===== src/rtl/mac_pkg.sv =====
// Shared definitions for the MAC sequencer: FSM state encoding and data widths.
package mac_pkg;
  localparam int ACC_W  = 16;
  localparam int OPND_W = 8;

  typedef enum logic [2:0] {
    IDLE    = 3'd0,
    INIT    = 3'd1,
    ISSUE   = 3'd2,
    DRAIN   = 3'd3,
    CAPTURE = 3'd4,
    HOLD    = 3'd5
  } state_e;
endpackage


===== src/rtl/mac_valid_pipe.sv =====
// Valid shift register tracking operand reads through memory and multiplier latency.
module mac_valid_pipe #(
  parameter int DEPTH = 2
) (
  input  logic clk,
  input  logic rst,
  input  logic din_i,
  output logic dout_o,
  output logic pending_o
);
  logic [DEPTH-1:0] pipe_q;
  logic [DEPTH-1:0] pipe_d;

  // pending_o ignores the output stage: it says whether anything is still on its way to dout_o.
  generate
    if (DEPTH == 1) begin : g_one
      assign pipe_d    = din_i;
      assign pending_o = 1'b0;
    end else begin : g_multi
      assign pipe_d    = {pipe_q[DEPTH-2:0], din_i};
      assign pending_o = |pipe_q[DEPTH-2:0];
    end
  endgenerate

  always_ff @(posedge clk or posedge rst) begin
    if (rst) pipe_q <= '0;
    else     pipe_q <= pipe_d;
  end

  assign dout_o = pipe_q[DEPTH-1];
endmodule


===== src/rtl/mac_sequencer.sv =====
// Sequences one MAC job: bias load, N_TERMS operand reads, pipeline drain, result handshake.
// Handshake: result_valid stays high with result stable until a cycle where result_ready is also high.
module mac_sequencer
  import mac_pkg::*;
#(
  parameter int N_TERMS  = 9,
  parameter int ADDR_W   = 4,
  parameter int MULT_LAT = 1
) (
  input  logic              clk,
  input  logic              rst,
  input  logic              start,
  input  logic [OPND_W-1:0] bias,
  input  logic [ADDR_W-1:0] a_base,
  input  logic [ADDR_W-1:0] b_base,
  output logic              busy,
  output logic              mem_rd,
  output logic [ADDR_W-1:0] a_addr,
  output logic [ADDR_W-1:0] b_addr,
  input  logic [OPND_W-1:0] a_rdata,
  input  logic [OPND_W-1:0] b_rdata,
  output logic [OPND_W-1:0] mac_a,
  output logic [OPND_W-1:0] mac_b,
  output logic [OPND_W-1:0] mac_bias,
  output logic              mac_init,
  output logic              mac_ld,
  input  logic [ACC_W-1:0]  mac_acc,
  output logic [ACC_W-1:0]  result,
  output logic              result_valid,
  input  logic              result_ready,
  output logic [2:0]        dbg_state
);
  localparam int D  = 1 + MULT_LAT;
  localparam int KW = $clog2(N_TERMS + 1);
  localparam logic [KW-1:0] K_LAST = KW'(N_TERMS - 1);

  state_e            state_q, state_d;
  logic [KW-1:0]     k_q, k_d;
  logic [OPND_W-1:0] bias_q, bias_d;
  logic [ADDR_W-1:0] a_base_q, a_base_d;
  logic [ADDR_W-1:0] b_base_q, b_base_d;
  logic [ACC_W-1:0]  result_q, result_d;
  logic              pipe_pending;

  mac_valid_pipe #(.DEPTH(D)) u_valid_pipe (
    .clk       (clk),
    .rst       (rst),
    .din_i     (mem_rd),
    .dout_o    (mac_ld),
    .pending_o (pipe_pending)
  );

  always_ff @(posedge clk or posedge rst) begin
    if (rst) begin
      state_q  <= IDLE;
      k_q      <= '0;
      bias_q   <= '0;
      a_base_q <= '0;
      b_base_q <= '0;
      result_q <= '0;
    end else begin
      state_q  <= state_d;
      k_q      <= k_d;
      bias_q   <= bias_d;
      a_base_q <= a_base_d;
      b_base_q <= b_base_d;
      result_q <= result_d;
    end
  end

  always_comb begin
    state_d      = state_q;
    k_d          = k_q;
    bias_d       = bias_q;
    a_base_d     = a_base_q;
    b_base_d     = b_base_q;
    result_d     = result_q;
    mem_rd       = 1'b0;
    mac_init     = 1'b0;
    result_valid = 1'b0;
    case (state_q)
      IDLE: begin
        if (start) begin
          state_d  = INIT;
          bias_d   = bias;
          a_base_d = a_base;
          b_base_d = b_base;
          k_d      = '0;
        end
      end
      INIT: begin
        mac_init = 1'b1;
        state_d  = ISSUE;
      end
      ISSUE: begin
        mem_rd = 1'b1;
        // k stops at its last value so the addresses hold after the job.
        if (k_q == K_LAST) state_d = DRAIN;
        else               k_d     = k_q + KW'(1);
      end
      DRAIN: begin
        // Leave when only the final accumulate is left; it lands before CAPTURE samples.
        if (!pipe_pending) state_d = CAPTURE;
      end
      CAPTURE: begin
        result_d = mac_acc;
        state_d  = HOLD;
      end
      HOLD: begin
        result_valid = 1'b1;
        if (result_ready) state_d = IDLE;
      end
      default: state_d = IDLE;
    endcase
  end

  assign busy      = (state_q != IDLE);
  assign a_addr    = a_base_q + ADDR_W'(k_q);
  assign b_addr    = b_base_q + ADDR_W'(k_q);
  assign mac_a     = a_rdata;
  assign mac_b     = b_rdata;
  assign mac_bias  = bias_q;
  assign result    = result_q;
  assign dbg_state = state_q;
endmodule


===== config.mk =====
export PLATFORM = sky130hd
export DESIGN_NAME = mac_sequencer
export DESIGN_NICKNAME = d
export VERILOG_FILES = /design/src/rtl/mac_pkg.sv /design/src/rtl/mac_valid_pipe.sv /design/src/rtl/mac_sequencer.sv
export SDC_FILE = /design/constraint.sdc
export NUM_CORES = 1
export LEC_CHECK = 0
export CAP_MARGIN = 20
export CORE_ASPECT_RATIO = 1.2
export CORE_MARGIN = 3
export CORE_UTILIZATION = 39
export CTS_BUF_LIST = sky130_fd_sc_hd__clkbuf_8 sky130_fd_sc_hd__clkbuf_16
export CTS_CLUSTER_DIAMETER = 100
export DETAILED_ROUTE_END_ITERATION = 7
export GPL_TIMING_DRIVEN = 1
export PLACE_DENSITY = 0.8
export SLEW_MARGIN = 15
export SYNTH_ARGS = -nofsm -noshare
export SYNTH_HDL_FRONTEND = slang
export SYNTH_SLANG_ARGS = --single-unit
export TNS_END_PERCENT = 5

===== constraint.sdc =====
create_clock -name clk -period 2.1 [get_ports clk]
set_clock_uncertainty 0.05 [all_clocks]
set_input_delay 0.63 -clock clk [delete_from_list [all_inputs] [get_ports clk]]
set_output_delay 0.63 -clock clk [all_outputs]
set_load 0.05 [all_outputs]

# Yosys cells after proc, flatten, opt, wreduce, memory -nomap -nowiden
# Cells that the tools add are included.
[op_classes]
reduce_logical = 6
n_addsub = 3
eq_ne = 11
n_mux = 11
[op_table]
columns = ["operator", "n"]
rows = [
  ["case mux 3 bit (6 select lines)", 1],
  ["two-way mux 3 bit", 4],
  ["inequality test 2 bit, second input constant", 5],
  ["adder 4 bit", 2],
  ["two-way mux 4 bit", 2],
  ["case mux 4 bit (2 select lines)", 1],
  ["== test 3 x 2 -> 1 bit, second input constant", 2],
  ["== test 3 bit, second input constant", 2],
  ["adder 4 x 1 -> 4 bit, second input constant", 1],
  ["== test 4 bit, second input constant", 1],
  ["AND reduction 4 bit", 1],
  ["== test 3 x 1 -> 1 bit, second input constant", 1],
  ["logical NOT 3 bit", 1],
  ["two-way mux 1 bit", 3],
  ["AND reduction 3 bit", 1],
  ["nonzero test 3 bit", 1],
  ["AND reduction 2 bit", 1],
  ["nonzero test 2 bit", 1],
]
[word_totals]
word_cells = 38
input_bits = 52
register_bits = 41

# Depth between registers and ports, before layout
# Gate-level depths: netlist (run 1).
[depth]
ltp_word = 3
mapped_depth = 5
mapped_depth_nobuf = 5

# By module
# From an unflattened synthesis (run 1), not the netlist that was laid out.
[hier_totals]
hier_cells = 158
hier_area_um2 = 2058.2
[modules_own_cells]
columns = ["mod", "cells_each", "instances", "area_per_inst_um2"]
rows = [
  ["mac_sequencer", 155, 1, 2004.4],
  ["mac_valid_pipe", 3, 1, 53.8],
]

# Worst setup path before layout (run 1)
# No wires, ideal clock.
[synth_path]
kind = "reg2out"
start = "reg state_q[0] (netlist: dbg_state[0])"
end = "out mac_init"
path_stages_with_launch = 3
slack_ns = -0.698
arrival_time_ns = 2.118
cell_sequence = "dfrtp_1 buf_2 nor3b_1"
[synth_between]
elab_chain_len = 2
[synth_lines]
columns = ["item", "line_no", "rtl"]
rows = [
  ["start: declaration", "mac_sequencer.sv:37", "state_e state_q, state_d;"],
  ["start signal: assignment", "mac_sequencer.sv:62", "state_q <= state_d;"],
  ["== test 3 x 1 -> 1 bit", "mac_sequencer.sv:81", "case (state_q)"],
  ["two-way mux 1 bit", "mac_sequencer.sv:81", ""],
  ["end: declaration", "mac_sequencer.sv:25", "output logic mac_init,"],
]
# No other way between the ends.

# Final worst setup path (run 1)
[layout_path]
start = "reg k_q[1]"
end = "out b_addr[3]"
[layout_between]
elab_chain_len = 1
[layout_lines]
columns = ["item", "line_no", "rtl"]
rows = [
  ["start: declaration", "mac_sequencer.sv:38", "logic [KW-1:0] k_q, k_d;"],
  ["start signal: assignment", "mac_sequencer.sv:63", "k_q <= k_d;"],
  ["adder 4 bit", "mac_sequencer.sv:119", "assign b_addr = b_base_q + ADDR_W'(k_q);"],
  ["end: declaration", "mac_sequencer.sv:19", "output logic [ADDR_W-1:0] b_addr,"],
]
# No other way between the ends.

==> impl_metrics.py, run 1 <==
metrics = {
    "yosys": {
        "syn-num-nets": 219,
        "yosysWarnings": 0,
        "muxShareOfSynthArea_pct": 18.6,
        "synth_simple_gate_area_share_pct": 8.06,
        "synth_top_family_by_area": "multiplexers",
        "syn_area_per_cell_um2": 13.1,
        "synth_area_leaders": "dfrtp_1 (50%), mux2_2 (18%), buf_4 (5.9%), ha_1 (4.9%), fa_1 (2.0%)",
        "ys_ff_latch": 41,
        "netlist_instances": 157,
        "yosysSeqAreaShare_pct": 50.1,
        "synth_fa_ha_area_share_pct": 6.84,
        "synth_area_um2": 2050,
        "synth_compound_area_share_pct": 4.64,
        "yosysTopAreaCell": "dfrtp_1",
        "synth-xor-area-share_pct": 2.56,
        "synth_top_area_share_pct": 50.1,
        "yosysUniqueCellTypes": 34,
    },
    "critical_path": {
        "cp_slowest_cell": "dfrtp_2",
        "r2r_cells": 4,
        "startpoint_type": "register",
        "cp_cell_sequence": "ha_4, a21o_1, a21oi_2, xnor2_2, buf_12",
        "critPathRequiredTime_ns": 1.42,
        "critPathTopFamily": "flip-flops",
        "path_buf_inv": 1,
        "crit_type": "register to primary output",
        "max_stage_delay_ns": 0.47,
        "crit_fanout": 5,
        "reg2reg_slack_ns": 0.46,
        "cp_num_cells": 5,
        "crit_arrival_ns": 1.65,
        "end_kind": "primary output",
    },
    "die": {
        "die_y_um": 85.4,
        "initial_core_util_pct": 40.9,
        "core_um2": 5010,
        "dieArea_um2": 6160,
        "fp.dieW_um": 72.2,
        "io_pins": 108,
        "rows": 28,
    },
    "status": {
        "status": "finished, violations left",
        "violations": "negative setup slack",
    },
    "cells_and_area": {
        "multi_input_area_um2": 968,
        "seqCellArea_um2": 1030,
        "drive_gt1_share_pct": 52.4,
        "syn2layout_area_growth_pct": 54.3,
        "final_nets": 292,
        "n_antenna_cell": 0,
        "fill_cells": 381,
    },
    "timing": {
        "finalSetupViolCount": 6,
        "tightestPinTransition_ns": 0.285,
        "fin_crit_sh_pct": 111,
        "slew_headroom_pct": 80.9,
        "fin_crit_ns": 2.33,
        "rsz0062_at_grt": "true",
        "final_hold_viol_count": 0,
        "report.final.slew_viol_count": 0,
        "fmax_mhz": 430,
        "timing.final.ws_setup_ns": -0.228,
    },
    "clock_tree": {
        "clkSinkCount": 41,
        "clk_pin_slew_ns": 0.07,
        "cts_buffer_depth": 2,
        "h-tree-depth": 2,
        "cts-root-buf": "clkbuf_8",
        "insertion_delay_ns": 0.28,
        "holdBufCountCts": 0,
        "cts_made_buffers": 5,
        "cts_tree": "done",
    },
    "placement": {
        "io_buffers": 75,
        "hpwl_mm": 3.11,
        "pre_cts_slack_ns": -0.0968,
        "finalWeightedCongestion": 0.745,
    },
    "global_routing": {
        "grt_overflow": 0,
        "grt_max_degree": 42,
        "grt_usage_pct": 14.1,
        "first_global_vias": 1481,
        "antenna_found_initial": 0,
        "grt_pass1_wl_mm": 6.84,
    },
    "routing": {
        "dr.first_iter.drc_count": 98,
        "wirelength_mm": 4.08,
        "vias_per_cell": 4.88,
        "post-route-drc-count": 0,
        "via_count": 1420,
        "wire_per_inst_um": 14.0,
        "drt_first_pass_iters": 4,
        "drtAntennaViolNets": 0,
    },
    "run": {
        "maxCapViolations": 0,
    },
    "worst_hold_path": {
        "min_path_type": "register to register",
        "hold-path-cell-count": 0,
    },
}
[cells by family after synthesis]
logic type | after synthesis
AOI/OAI and AO/OA | 14
xor gates and xnor gates | 6
adders and majority gates | 10
buffers and inverters | 29
DFF | 41
muxes | 34
and+or+nand+nor | 23
[worst reg2reg max path: stages, from the launching register on]
cell and delay, ns:
dfrtp_2 0.40, buf_4 0.19, nor4b_4 0.33, buf_12 0.20, mux2_2 0.35
[timing repair]
action | 4_1_cts | 5_1_grt
pin swaps | 8 | 7
resized for setup | 9 | 6
setup buffers | 1 | 0
setup endpoints to repair | 6 | 8
hold endpoints to repair | 0 | 0
[worst paths after layout]
kind / start / endpoint
hold reg to reg: u_valid_pipe.pipe_q[0] / u_valid_pipe.pipe_q[1]
hold / removal: u_valid_pipe.pipe_q[0] / u_valid_pipe.pipe_q[1]
setup / recovery: k_q[1] / b_addr[3]
min in group asynchronous: rst / result[1]
max in group asynchronous: rst / k_q[0]
setup reg to reg: dbg_state[1] / b_base_q[1]
[flip-flops by register name (all words and copies together) (netlist names)]
signal,count
b_base_q,4
mac_bias,8
dbg_state,3
a_base_q,4
u_valid_pipe.pipe_q,2
k_q,4
result,16
[cells in the mapped netlist]
cell	number
nor3_1	2
buf_2	5
and2_1	1
and4b_2	1
mux2_2	32
a31o_2	1
nor4b_2	1
nand3b_1	1
and3b_1	1
mux2i_1	2
dfrtp_1	41
buf_6	2
o21ai_0	1
a211o_1	1
o21bai_1	2
xor2_1	3
buf_4	16
or3_2	1
nand3_1	1
xnor2_1	3
fa_1	2
a21o_1	3
nor2_1	3
nor3b_4	1
inv_1	6
nor3b_1	2
and4bb_2	1
ha_1	8
a22oi_1	1
a211oi_1	1
and3b_2	1
and3_2	1
nand2_1	5
a21oi_1	4
[placed cells by master (no fill, tap or decap), types with 2 or more instances in the layout]
master,count
ha_1,4
buf_6,2
buf_12,16
a21o_1,3
ha_4,4
clkbuf_8,7
nor3_1,2
xnor2_2,2
nor3b_4,2
a21oi_1,2
nand2_1,5
dfrtp_2,5
fa_2,2
a21oi_2,2
mux2_2,32
nor2_1,3
buf_4,36
mux2i_1,2
clkdlybuf4s50_1,35
xor2_1,2
inv_1,4
dfrtp_1,36
o21bai_1,2
[routing by layer]
metal / wire length [µm] / track usage [%] / up-vias / part of all wire (%)
met4: 64 / 5.30 / 0 / 1.6
met2: 2250 / 24.4 / 44 / 55
met5: 0 / 0 / - / 0
li1: - / - / 676 / -
met1: 1540 / 16.3 / 693 / 38
met3: 224 / 4.15 / 7 / 5.5
[final cells by class]
class	count	share of cell area [%]
well taps	60	2.37
repair buffers	89	30.5
clock buffers	7	3.05
multi-input cells	87	30.6
flip-flops and latches	41	32.6
inverters	6	0.712
clock inverters	1	0.158
[through the flow]
step,instances,setup TNS [ns],hold WS (ns),cell area [µm²],utilization (%)
2_1_floorplan,157,-0.135,0.325,2120,-
3_3_place_gp,282,-0.116,0.346,2980,59.5
3_5_place_dp,282,-0.333,0.347,2980,59.5
4_1_cts,291,-1.32,0.366,3120,62.3
5_1_grt,291,-1.59,0.389,3160,63.1
6_report,291,-1.21,0.363,3160,63.1
Power of run 1 is left out: the tool's default activity adds up to more than one toggle a clock period on the data nets, which glitch-free logic cannot reach.
==> run 2: changes to the inputs <==
==> constraint.sdc (replaced) <==
create_clock -name clk -period 2.2 [get_ports clk]
set_clock_uncertainty 0.05 [all_clocks]
set_input_delay 0.66 -clock clk [delete_from_list [all_inputs] [get_ports clk]]
set_output_delay 0.66 -clock clk [all_outputs]
set_load 0.05 [all_outputs]
==> run 2 against run 1 <==
Against the previous run: die area unchanged; setup slack worse by 0.020 ns; core utilization shrank 1.5 points; design area fell by 2.4%; sequential share of layout area grew 0.64 points; the flow still finishes with violations (negative setup slack); first-iteration DRC count shrank 23%; hold slack worse by 0.0018 ns; non-clock buffer count decreased by 3; largest cell class unchanged; count of clock-buffer cells in the layout is 2 lower; global-route usage rose by 0.27 points; flip-flop and latch count did not move.
==> impl_metrics.py, run 2 (synthesized netlist as in run 1, its figures left out) <==
metrics = {
    "status": {
        "status": "finished, violations left",
        "violations": "negative setup slack",
    },
    "routing": {
        "dr.first_iter.drc_count": 75,
        "vias_per_cell": 4.90,
        "via_count": 1400,
        "drt_first_pass_iters": 3,
        "drtAntennaViolNets": 0,
        "wirelength_mm": 4.26,
        "post-route-drc-count": 0,
        "wire_per_inst_um": 14.9,
    },
    "critical_path": {
        "cp-startpoint": "k_q[0]",
        "cp_slowest_cell": "dfrtp_1",
        "reg2reg_from": "dbg_state[2]",
        "cp_cell_sequence": "ha_1, a21o_1, a21oi_2, xnor2_1, bufbuf_16",
        "reg2reg_slack_ns": 0.55,
        "r2r_end": "mac_bias[3]",
        "r2r_cells": 4,
        "path_buf_inv": 1,
        "crit_type": "register to primary output",
        "crit_arrival_ns": 1.74,
        "cp_num_cells": 5,
        "cp-endpoint": "b_addr[3]",
        "critPathTopFamily": "flip-flops",
        "critPathRequiredTime_ns": 1.49,
        "end_kind": "primary output",
        "startpoint_type": "register",
        "max_stage_delay_ns": 0.42,
        "crit_fanout": 3,
    },
    "clock_tree": {
        "clkSinkCount": 41,
        "insertion_delay_ns": 0.28,
        "h-tree-depth": 2,
        "cts_tree": "done",
        "cts-root-buf": "clkbuf_8",
        "cts_buffer_depth": 2,
        "cts_made_buffers": 5,
        "holdBufCountCts": 0,
        "clk_pin_slew_ns": 0.08,
    },
    "global_routing": {
        "grt_max_degree": 42,
        "antenna_found_initial": 0,
        "grt_pass1_wl_mm": 6.88,
        "grt_overflow": 0,
        "first_global_vias": 1490,
        "grt_usage_pct": 14.4,
    },
    "placement": {
        "hpwl_mm": 3.18,
        "finalWeightedCongestion": 0.756,
        "io_buffers": 75,
    },
    "timing": {
        "finalSetupViolCount": 6,
        "timing.final.ws_setup_ns": -0.248,
        "tns_ns": -1.15,
        "report.final.slew_viol_count": 0,
        "fin_crit_ns": 2.45,
        "tightestPinTransition_ns": 0.512,
        "final_hold_viol_count": 0,
        "slew_headroom_pct": 65.8,
        "fmax_mhz": 408,
        "hold_slack_ns": 0.361,
        "fin_crit_sh_pct": 111,
        "rsz0062_at_grt": "true",
    },
    "cells_and_area": {
        "syn2layout_area_growth_pct": 50.6,
        "largest_reg_flops": 16,
        "drive_gt1_share_pct": 41.2,
        "final_common_cell": "clkdlybuf4s50_1",
        "fill_cells": 381,
        "n_antenna_cell": 0,
        "final_nets": 289,
        "layout_common_cells": "clkdlybuf4s50_1 (46), dfrtp_1 (40), mux2_2 (32)",
    },
    "die": {
        "io_pins": 108,
        "die_y_um": 85.4,
        "rows": 28,
        "core_um2": 5010,
        "dieArea_um2": 6160,
        "fp.dieW_um": 72.2,
        "initial_core_util_pct": 40.9,
    },
    "worst_hold_path": {
        "min_path_type": "register to register",
        "min_from": "u_valid_pipe.pipe_q[0]",
    },
    "run": {
        "maxCapViolations": 0,
    },
}
## run 2: cell count changes in the layout (fill, tap and decap cells not counted), moves of 2 or more
cell,change
dfrtp_2,-4
ha_1,+2
buf_6,-2
clkdlybuf4s50_1,+11
dfrtp_1,+4
clkbuf_8,-2
buf_4,-16
ha_4,-3
dlymetal6s2s_1,+4
## run 2: timing repair
action,in CTS,in global routing
gates resized for setup,6,6
pin swaps,8,3
endpoints found under the setup margin,6,10
buffers inserted,2,0
endpoints found under the hold margin,0,0
## run 2: worst min-delay path by stage
stage	endpoint	slack, ns	cells after the start
after detailed placement	u_valid_pipe.pipe_q[1]	0.35	0
after floorplan	u_valid_pipe.pipe_q[1]	0.32	0
after global placement	u_valid_pipe.pipe_q[1]	0.34	0
after CTS	u_valid_pipe.pipe_q[1]	0.36	0
after global routing	u_valid_pipe.pipe_q[1]	0.38	0
final	u_valid_pipe.pipe_q[1]	0.36	0
## run 2: worst reg2reg max path: stages (launching register included)
cell     delay, ns
dfrtp_1       0.45
buf_4         0.21
nor4b_4       0.27
buf_12        0.21
mux2_2        0.36
## run 2: layout make-up
type	count	area (µm²)	share of cell area, %
well taps	60	75.1	2.43
clock buffers	5	68.8	2.23
clock inverters	1	5.00	0.162
inverters	6	22.5	0.730
flip-flops and latches	41	1030	33.3
repair buffers	86	993	32.2
multi-input cells	87	895	29.0
## run 2: metrics by stage
stage	setup WS, ns	instances	instance area (µm²)	utilization (%)
3_3_place_gp	0.0464	278	2950	58.9
2_1_floorplan	-0.233	157	2080	-
3_5_place_dp	-0.00658	278	2950	58.9
4_1_cts	-0.243	286	3060	61.1
5_1_grt	-0.321	286	3090	61.6
6_report	-0.248	286	3090	61.6
## run 2: routing by layer
metal | vias up | track usage, % | routed length (µm)
met4 | 0 | 5.64 | 62
met5 | - | 0 | 0
met1 | 693 | 15.8 | 1620
met3 | 7 | 5.21 | 270
met2 | 41 | 24.9 | 2310
li1 | 659 | - | -
Power of run 2 is left out for the same reason.
==> run 3: changes to the inputs <==
--- a/config.mk
+++ b/config.mk
@@ -8,12 +8,12 @@
 export CAP_MARGIN = 20
 export CORE_ASPECT_RATIO = 1.2
 export CORE_MARGIN = 3
-export CORE_UTILIZATION = 39
+export CORE_UTILIZATION = 40
 export CTS_BUF_LIST = sky130_fd_sc_hd__clkbuf_8 sky130_fd_sc_hd__clkbuf_16
 export CTS_CLUSTER_DIAMETER = 100
 export DETAILED_ROUTE_END_ITERATION = 7
 export GPL_TIMING_DRIVEN = 1
-export PLACE_DENSITY = 0.8
+export PLACE_DENSITY = 0.81
 export SLEW_MARGIN = 15
 export SYNTH_ARGS = -nofsm -noshare
 export SYNTH_HDL_FRONTEND = slang
==> constraint.sdc (replaced) <==
create_clock -name clk -period 3 [get_ports clk]
set_clock_uncertainty 0.05 [all_clocks]
set_input_delay 0.9 -clock clk [delete_from_list [all_inputs] [get_ports clk]]
set_output_delay 0.9 -clock clk [all_outputs]
set_load 0.05 [all_outputs]
==> run 3 against run 2 <==
Against the previous run: the run now ends clean; routed wire length down 0.30%; hold slack worse by 0.0021 ns; global-route usage up 0.63 points; setup slack better by 0.41 ns; sequential share of layout area up 1.4 points; flip-flop and latch count unchanged; via count about the same; die area down 2.3%; register-to-register slack better by 0.54 ns; first-iteration DRC count up 13%; core utilization up 0.54 points; count of clock-buffer cells in the layout unchanged; critical path type unchanged; critical endpoint is now busy.
==> impl_metrics.py, run 3 (synthesized netlist as in run 1, its figures left out) <==
metrics = {
    "critical_path": {
        "path_buf_inv": 1,
        "cp_cell_sequence": "or3_2, clkdlybuf4s50_1",
        "r2r_cells": 4,
        "reg2reg_slack_ns": 1.09,
        "crit_fanout": 8,
        "end_kind": "primary output",
        "startpoint_type": "register",
        "reg2reg_from": "dbg_state[1]",
        "r2r_end": "result[6]",
        "cp_num_cells": 2,
        "crit_type": "register to primary output",
        "critPathRequiredTime_ns": 2.05,
        "cp-endpoint": "busy",
        "max_stage_delay_ns": 0.71,
        "cp-startpoint": "dbg_state[2]",
        "cp_slowest_cell": "clkdlybuf4s50_1",
        "critPathTopFamily": "buffers and inverters",
        "crit_arrival_ns": 1.89,
    },
    "timing": {
        "tns_ns": 0,
        "slew_headroom_pct": 48.9,
        "fin_crit_sh_pct": 94.5,
        "fmax_mhz": 353,
        "report.final.slew_viol_count": 0,
        "tightestPinTransition_ns": 0.767,
        "rsz0062_at_grt": "false",
        "final_hold_viol_count": 0,
        "fin_crit_ns": 2.84,
        "finalSetupViolCount": 0,
    },
    "die": {
        "die_y_um": 84.4,
        "rows": 27,
        "dieArea_um2": 6020,
        "io_pins": 108,
        "fp.dieW_um": 71.3,
        "core_um2": 4760,
        "initial_core_util_pct": 43.0,
    },
    "cells_and_area": {
        "drive_gt1_share_pct": 27.5,
        "utilization_pct": 62.1,
        "final_nets": 283,
        "seqCellArea_um2": 1030,
        "post-route-cell-area_um2": 2960,
        "largest_reg_flops": 16,
        "syn2layout_area_growth_pct": 44.4,
        "multi_input_area_um2": 847,
        "fill_cells": 381,
        "n_antenna_cell": 0,
        "final_common_cell": "clkdlybuf4s50_1",
        "layout_common_cells": "clkdlybuf4s50_1 (68), dfrtp_1 (41), mux2_2 (32)",
        "fin_cells": 280,
    },
    "routing": {
        "drtAntennaViolNets": 0,
        "wirelength_mm": 4.25,
        "via_count": 1401,
        "post-route-drc-count": 0,
        "dr.first_iter.drc_count": 85,
        "wire_per_inst_um": 15.2,
        "drt_first_pass_iters": 4,
        "vias_per_cell": 5.00,
    },
    "worst_hold_path": {
        "min_path_type": "register to register",
        "hold-path-cell-count": 0,
    },
    "status": {
        "status": "finished clean",
    },
    "clock_tree": {
        "postCtsSetupBuffers": 0,
        "h-tree-depth": 2,
        "clkSinkCount": 41,
        "clk_pin_slew_ns": 0.08,
        "cts_tree": "done",
        "holdBufCountCts": 0,
        "cts-root-buf": "clkbuf_8",
        "cts_buffer_depth": 2,
        "cts_made_buffers": 5,
        "insertion_delay_ns": 0.29,
        "cts_resized": 0,
    },
    "global_routing": {
        "antenna_found_initial": 0,
        "first_global_vias": 1454,
        "grt_usage_pct": 15.0,
        "grt_max_degree": 42,
        "grt_overflow": 0,
        "grt_pass1_wl_mm": 7.11,
    },
    "placement": {
        "placed_cells": 272,
        "io_buffers": 75,
        "hpwl_mm": 3.09,
        "dpl_cell_area_um2": 2830,
        "finalWeightedCongestion": 0.736,
    },
    "run": {
        "maxCapViolations": 0,
    },
}
==> run 3: cell types whose count changed in the layout (fill, tap and decap cells not counted), moves of 2 or more <==
cell / change
bufinv_16: +2
clkdlybuf4s50_1: +22
a21oi_1: +2
dlymetal6s2s_1: -4
buf_12: -8
xnor2_1: +2
buf_4: -15
inv_1: +2
ha_1: +2
xnor2_2: -2
a21oi_2: -2
==> run 3: how the worst min path moves through the flow <==
stage                           startpoint                endpoint  slack, ns
global placement    u_valid_pipe.pipe_q[0]  u_valid_pipe.pipe_q[1]       0.35
global route        u_valid_pipe.pipe_q[0]  u_valid_pipe.pipe_q[1]       0.39
floorplan           u_valid_pipe.pipe_q[0]  u_valid_pipe.pipe_q[1]       0.32
CTS                 u_valid_pipe.pipe_q[0]  u_valid_pipe.pipe_q[1]       0.36
detailed placement  u_valid_pipe.pipe_q[0]  u_valid_pipe.pipe_q[1]       0.34
finish              u_valid_pipe.pipe_q[0]  u_valid_pipe.pipe_q[1]       0.36
==> run 3: through the flow <==
| step | setup slack, ns | hold WS [ns] |
|---|---|---|
| final | 0.165 | 0.359 |
| after global routing | 0.108 | 0.386 |
| after CTS | 0.143 | 0.364 |
| after detailed placement | 0.476 | 0.342 |
| after global placement | 0.490 | 0.349 |
| after floorplan | 0.210 | 0.325 |
==> run 3: area by class of cell <==
type                    instances  share of cell area [%]
inverters                       6                   0.761
clock buffers                   5                    2.32
flip-flops and latches         41                    34.7
clock inverters                 3                    2.20
well taps                      58                    2.45
repair buffers                 80                    29.0
multi-input cells              87                    28.6
==> run 3: metal layers <==
layer | GRT usage [%] | part of all wire [%] | wire length, µm | vias up
met2 | 25.8 | 53 | 2250 | 54
met4 | 6.15 | 1.7 | 72 | 0
met5 | 0 | 0 | 0 | -
met3 | 4.31 | 7.8 | 330 | 6
li1 | - | - | - | 648
met1 | 17.3 | 38 | 1600 | 693
Power of run 3 is left out for the same reason.
